==> config.mk <==
export PLATFORM = sky130hd
export DESIGN_NAME = lane_pack_buffer
export DESIGN_NICKNAME = d
export VERILOG_FILES = /design/src/rtl/lane_pack_pkg.sv /design/src/rtl/lane_pack_fifo_mem.sv /design/src/rtl/lane_pack_buffer.sv
export SDC_FILE = /design/constraint.sdc
export NUM_CORES = 1
export LEC_CHECK = 0
export CELL_PAD_IN_SITES_DETAIL_PLACEMENT = 0
export CELL_PAD_IN_SITES_GLOBAL_PLACEMENT = 1
export CORE_UTILIZATION = 40
export DETAILED_ROUTE_END_ITERATION = 10
export HOLD_SLACK_MARGIN = 0.08
export PLACE_DENSITY = 0.67
export SLEW_MARGIN = 20
export SYNTH_ARGS = -nofsm -noshare
export SYNTH_HDL_FRONTEND = slang
export SYNTH_SLANG_ARGS = --single-unit
==> constraint.sdc <==
create_clock -name clk -period 4.89 [get_ports clk]
set_input_delay 0.978 -clock clk [delete_from_list [all_inputs] [get_ports clk]]
set_output_delay 0.978 -clock clk [all_outputs]
set_load 0.1 [all_outputs]
==> src/rtl/lane_pack_pkg.sv <==
// Shared types and the uniformity helper for the lane_pack_buffer slice.
// Optional bypass is controlled in the top by LANE_PACK_BUFFER_BYPASS_EN.
package lane_pack_pkg;

  localparam int PACKW = 20;

  typedef logic [2:0][2:1][4:4][1:0] hufu_t;
  typedef bit   [4:3][4:4][3:0][1:1] mvq_t;

  typedef struct packed {
    hufu_t hufu;
    mvq_t  mvq;
    logic  par;
    logic  uniform;
  } entry_t;

  // The producer replicates one scalar everywhere, so both fields must agree bit-for-bit.
  function automatic logic is_uniform(input logic [11:0] hufu, input logic [7:0] mvq);
    logic hufu_ok;
    logic mvq_ok;
    hufu_ok = (&hufu) | ~(|hufu);
    mvq_ok  = (&mvq) | ~(|mvq);
    return hufu_ok & mvq_ok & (hufu[0] == mvq[0]);
  endfunction

endpackage

==> src/rtl/lane_pack_fifo_mem.sv <==
// DEPTH x entry_t storage with one synchronous write port and an async read port.
// Contents are intentionally not reset.
module lane_pack_fifo_mem
  import lane_pack_pkg::*;
#(
  parameter int DEPTH = 4
) (
  input  logic                       clk,
  input  logic                       we,
  input  logic [$clog2(DEPTH)-1:0]   waddr,
  input  entry_t                     wdata,
  input  logic [$clog2(DEPTH)-1:0]   raddr,
  output entry_t                     rdata
);

  entry_t mem [DEPTH];

  always_ff @(posedge clk) begin
    if (we) begin
      mem[waddr] <= wdata;
    end
  end

  assign rdata = mem[raddr];

endmodule

==> src/rtl/lane_pack_buffer.sv <==
// Uniformity-checking FIFO behind the pxvth lane-driver stage.
// Define LANE_PACK_BUFFER_BYPASS_EN for a zero-latency path through an empty buffer.
module lane_pack_buffer
  import lane_pack_pkg::*;
#(
  parameter int DEPTH = 4,
  parameter int ERRW  = 8
) (
  input  logic                     clk,
  input  logic                     rst,
  input  logic                     in_valid,
  output logic                     in_ready,
  input  logic [11:0]              in_hufu,
  input  logic [7:0]               in_mvq,
  output logic                     out_valid,
  input  logic                     out_ready,
  output logic [PACKW-1:0]         out_data,
  output logic                     out_par,
  output logic                     out_uniform,
  output logic [ERRW-1:0]          err_cnt,
  output logic [$clog2(DEPTH):0]   level
);

  localparam int AW = $clog2(DEPTH);
  localparam int LW = AW + 1;
  localparam logic [LW-1:0] FULL = LW'(DEPTH);

  logic [AW-1:0] wr_ptr;
  logic [AW-1:0] rd_ptr;
  entry_t        in_entry;
  entry_t        rd_entry;
  entry_t        head;
  logic          accept;
  logic          mem_wr;
  logic          mem_rd;

  always_comb begin
    in_entry         = '0;
    in_entry.hufu    = in_hufu;
    in_entry.mvq     = in_mvq;
    in_entry.par     = ^{in_hufu, in_mvq};
    in_entry.uniform = is_uniform(in_hufu, in_mvq);
  end

  // Ready is a pure function of registered occupancy; a pop never frees a slot in the same cycle.
  assign in_ready = (level != FULL);
  assign accept   = in_valid && in_ready;
  assign mem_rd   = (level != '0) && out_ready;

`ifdef LANE_PACK_BUFFER_BYPASS_EN
  logic bypass;
  assign bypass = (level == '0) && in_valid && out_ready;
  assign mem_wr = accept && !bypass;

  always_comb begin
    head = '0;
    if (bypass) begin
      head = in_entry;
    end else if (level != '0) begin
      head = rd_entry;
    end
  end

  assign out_valid = (level != '0) || bypass;
`else
  assign mem_wr = accept;

  always_comb begin
    head = '0;
    if (level != '0) begin
      head = rd_entry;
    end
  end

  assign out_valid = (level != '0);
`endif

  assign out_data    = {head.hufu, head.mvq};
  assign out_par     = head.par;
  assign out_uniform = head.uniform;

  lane_pack_fifo_mem #(
    .DEPTH (DEPTH)
  ) u_mem (
    .clk   (clk),
    .we    (mem_wr),
    .waddr (wr_ptr),
    .wdata (in_entry),
    .raddr (rd_ptr),
    .rdata (rd_entry)
  );

  always_ff @(posedge clk or posedge rst) begin
    if (rst) begin
      wr_ptr  <= '0;
      rd_ptr  <= '0;
      level   <= '0;
      err_cnt <= '0;
    end else begin
      if (mem_wr) begin
        wr_ptr <= wr_ptr + 1'b1;
      end
      if (mem_rd) begin
        rd_ptr <= rd_ptr + 1'b1;
      end
      case ({mem_wr, mem_rd})
        2'b10:   level <= level + 1'b1;
        2'b01:   level <= level - 1'b1;
        default: level <= level;
      endcase
      // Counts every accepted beat, including ones that take the bypass path.
      if (accept && !in_entry.uniform && (err_cnt != '1)) begin
        err_cnt <= err_cnt + 1'b1;
      end
    end
  end

endmodule

==> metrics.md <==
| Metric | Value |
|---|---|
| Nets | 386 |
| Post-synth EDFFs | 88 |
| Chip width | 109 µm |
| CP max stage cell | clkdlybuf4s50_1 |
| Die area | 0.0120 mm² |
| H-tree depth | 3 |
| Critical Path RT | 3.91 ns |
| Core area | 0.0110 mm² |
| Slew HR | 28.7% |
| Clock transition at the registers of the reported paths | 0.07 ns |
| First-pass GRT wire length | 13.0 mm |
| Post-route ant nets | 0 |
| Post-layout minimum cycle time | 3.54 ns |
| Reg2reg end | level[2]$_DFFE_PP0P_ |
| CTS Sinks | 103 |
| WHS Path Cells | 1 |
| Hold path start | err_cnt[4]$_DFFE_PP0P_ |
| Worst R2R Start | level[0]$_DFFE_PP0P_ |
| Die Height | 109 µm |
| Worst Hold Class | reg -> reg |
| Worst-case reg-to-reg path depth | 8 |
| Vias in the first global route | 2,452 |
| Post-Syn Instances | 272 |
| Worst path max stage delay | 1.06 ns |
| Post-synth top cells | edfxtp_1 (88), inv_1 (28), ha_1 (26), and2_1 (23), mux4_2 (22) |
| Startpoint class of the critical path | register |
| Fin Clk Skew | 0.00966 ns |
| Syn_area_per_cell | 16.9 µm² |
| Post-synth top area share | 57.4% |
| Post-detailed-placement half-perimeter wirelength | 5.22 mm |
| Area Overhead vs Synth | 21.9% |
| Cts repair resizes | 0 |
| CP Capture Type | primary output |
| CP arrival | 2.56 ns |
| Initial antenna violation count | 0 |
| Delay-heaviest family, CP | buffers and inverters |
| Cts bufs inserted | 9 |
| Ranking of synthesized cells by area | edfxtp_1 (57%), mux4_2 (11%), dfrtp_1 (8.1%) |
| Ratio of cells with drive above 1 in the final layout | 20.6% |
| Register area share after synthesis | 65.5% |
| Asr flop ratio synth | 14.6% |
| Num ports | 59 |
| Primary FF master, synth | edfxtp_1 |
| Clock latency on the worst-skew pair | 0.34 ns |
| Ratio of final minimum period to clock period | 72.4% |
| Run status | finished, final reports clean |
| Post-CTS setup buffers | 0 |
| ANT cells | 0 |
| Clock Path Buffers | 2 |
| Syn nets | 323 |
| PortBufs | 58 |
| Fin cells | 480 |
| Cell variety after synth | 30 |
| RSZ-0062 raised after global routing | no |
| GR Overflow Total | 0 |
| Worst Path Buf+Inv | 1 |
| CP Class | reg -> out |
| Number of vias per cell | 4.89 |
| Root buf cell | clkbuf_16 |
| WL/cell | 17.2 µm |
| Via count | 2,347 |
| Setup TNS | 0 ns |
| Pin count of the biggest net entering global routing | 25 |
| Worst-path cell chain | or3_2 > clkdlybuf4s50_1 |
| Final Max Tran Viols | 0 |
| DRT Pass-1 Iters | 4 |
| Critical path fanouts, max | 24 |
| Cell taking the most area after synthesis | edfxtp_1 |
| Setup violators final | 0 |
| GRT Total Usage | 15.5% |
| Synth warn | 0 |
| Rows | 38 |
| CTS tree | yes |
| Inst Count DP | 464 |
| Maxcap violations | 0 |
| Slew of the pin with the lowest slew margin | 1.07 ns |
| Initial drt markers | 56 |
| Most common cell in the netlist | edfxtp_1 |
| DR DRC count | 0 |
| Reg2Reg Setup Slack | 2.53 ns |
| Final wirelength | 8.27 mm |
| Synthesized area | 0.00461 mm² |
| Final Hold Vio Count | 0 |
| Starting Density | 41.8% |
| Peak Freq | 282 MHz |
| #FFs+latches synth | 103 |
| Worst hold endpoint | err_cnt[4]$_DFFE_PP0P_ |
| Hold-fix buffers, CTS | 0 |
| RePlAce Congestion | 0.694 |
==> cells by family (layout without fill, tap and decap cells) <==
kind of cell	after synthesis	count (layout)	share of synthesized area, %
buf+inv	36	104	3.07
simple gates	55	55	7.25
compound gates	4	4	0.951
fa+ha+maj	27	27	7.50
xor+xnor	22	22	4.18
mux	25	25	11.5
flops	103	103	65.5
==> worst register-to-register path, delay by kind of cell, from the launching register on <==
family,cells,cell delay (ns)
XOR/XNOR,2,0.28
buffers and inverters,1,0.07
AND/OR/NAND/NOR,3,1.09
adder cells (fa/ha/maj),2,0.38
flip-flops,1,0.43
==> layout make-up <==
cell class              count  area, µm²
inverters                  29        111
fillers                   939       5410
flip-flops and latches    103       3020
well taps                 140        175
clock buffers              12        236
clock inverters             4       95.1
multi-input cells         133       1450
repair buffers             59        533
==> routing by layer <==
metal,GRT usage (%),up-vias,share of wire [%]
li1,-,1124,-
met3,5.04,7,4.3
met5,0,-,0
met4,4.86,0,1.3
met1,20.9,1173,48
met2,23.7,43,47
==> cells in the final DEF (no fill, tap or decap), types with 5 or more instances in the layout <==
master / instances
and2_1: 23
buf_4: 23
clkbuf_16: 9
clkdlybuf4s50_1: 36
dfrtp_1: 15
edfxtp_1: 88
ha_1: 26
inv_1: 28
mux4_2: 22
nand2_1: 6
nand3_1: 5
nand4_1: 6
xnor2_1: 17
xor2_1: 5
==> how the worst max path moves through the flow <==
stage,start,endpoint,slack [ns],cells after the start
after global routing,level[0]$_DFFE_PP0P_,out_valid,1.25,2
after CTS,level[0]$_DFFE_PP0P_,out_valid,1.29,2
after global placement,level[0]$_DFFE_PP0P_,out_valid,1.71,2
after floorplan,level[0]$_DFFE_PP0P_,out_data[10],0.81,3
after detailed placement,level[0]$_DFFE_PP0P_,out_valid,1.67,2
final,level[0]$_DFFE_PP0P_,out_valid,1.35,2
==> through the flow <==
| step | utilization (%) | area (µm²) | hold WS [ns] | setup slack (ns) |
|---|---|---|---|---|
| 6_report | 50.9 | 5620 | 0.493 | 1.35 |
| 5_1_grt | 50.9 | 5620 | 0.511 | 1.25 |
| 4_1_cts | 50.9 | 5620 | 0.500 | 1.29 |
| 3_5_place_dp | 47.9 | 5290 | 0.490 | 1.67 |
| 3_3_place_gp | 47.9 | 5290 | 0.490 | 1.71 |
| 2_1_floorplan | - | 4610 | 0.580 | 0.809 |
==> sequential cells by signal (all words and copies together), names as in the netlist <==
register / cells
err_cnt: 8
level: 3
u_mem.mem: 88
rd_ptr: 2
wr_ptr: 2
Power is left out: the tool's default activity adds up to more than one toggle a clock period on the data nets, which glitch-free logic cannot reach.
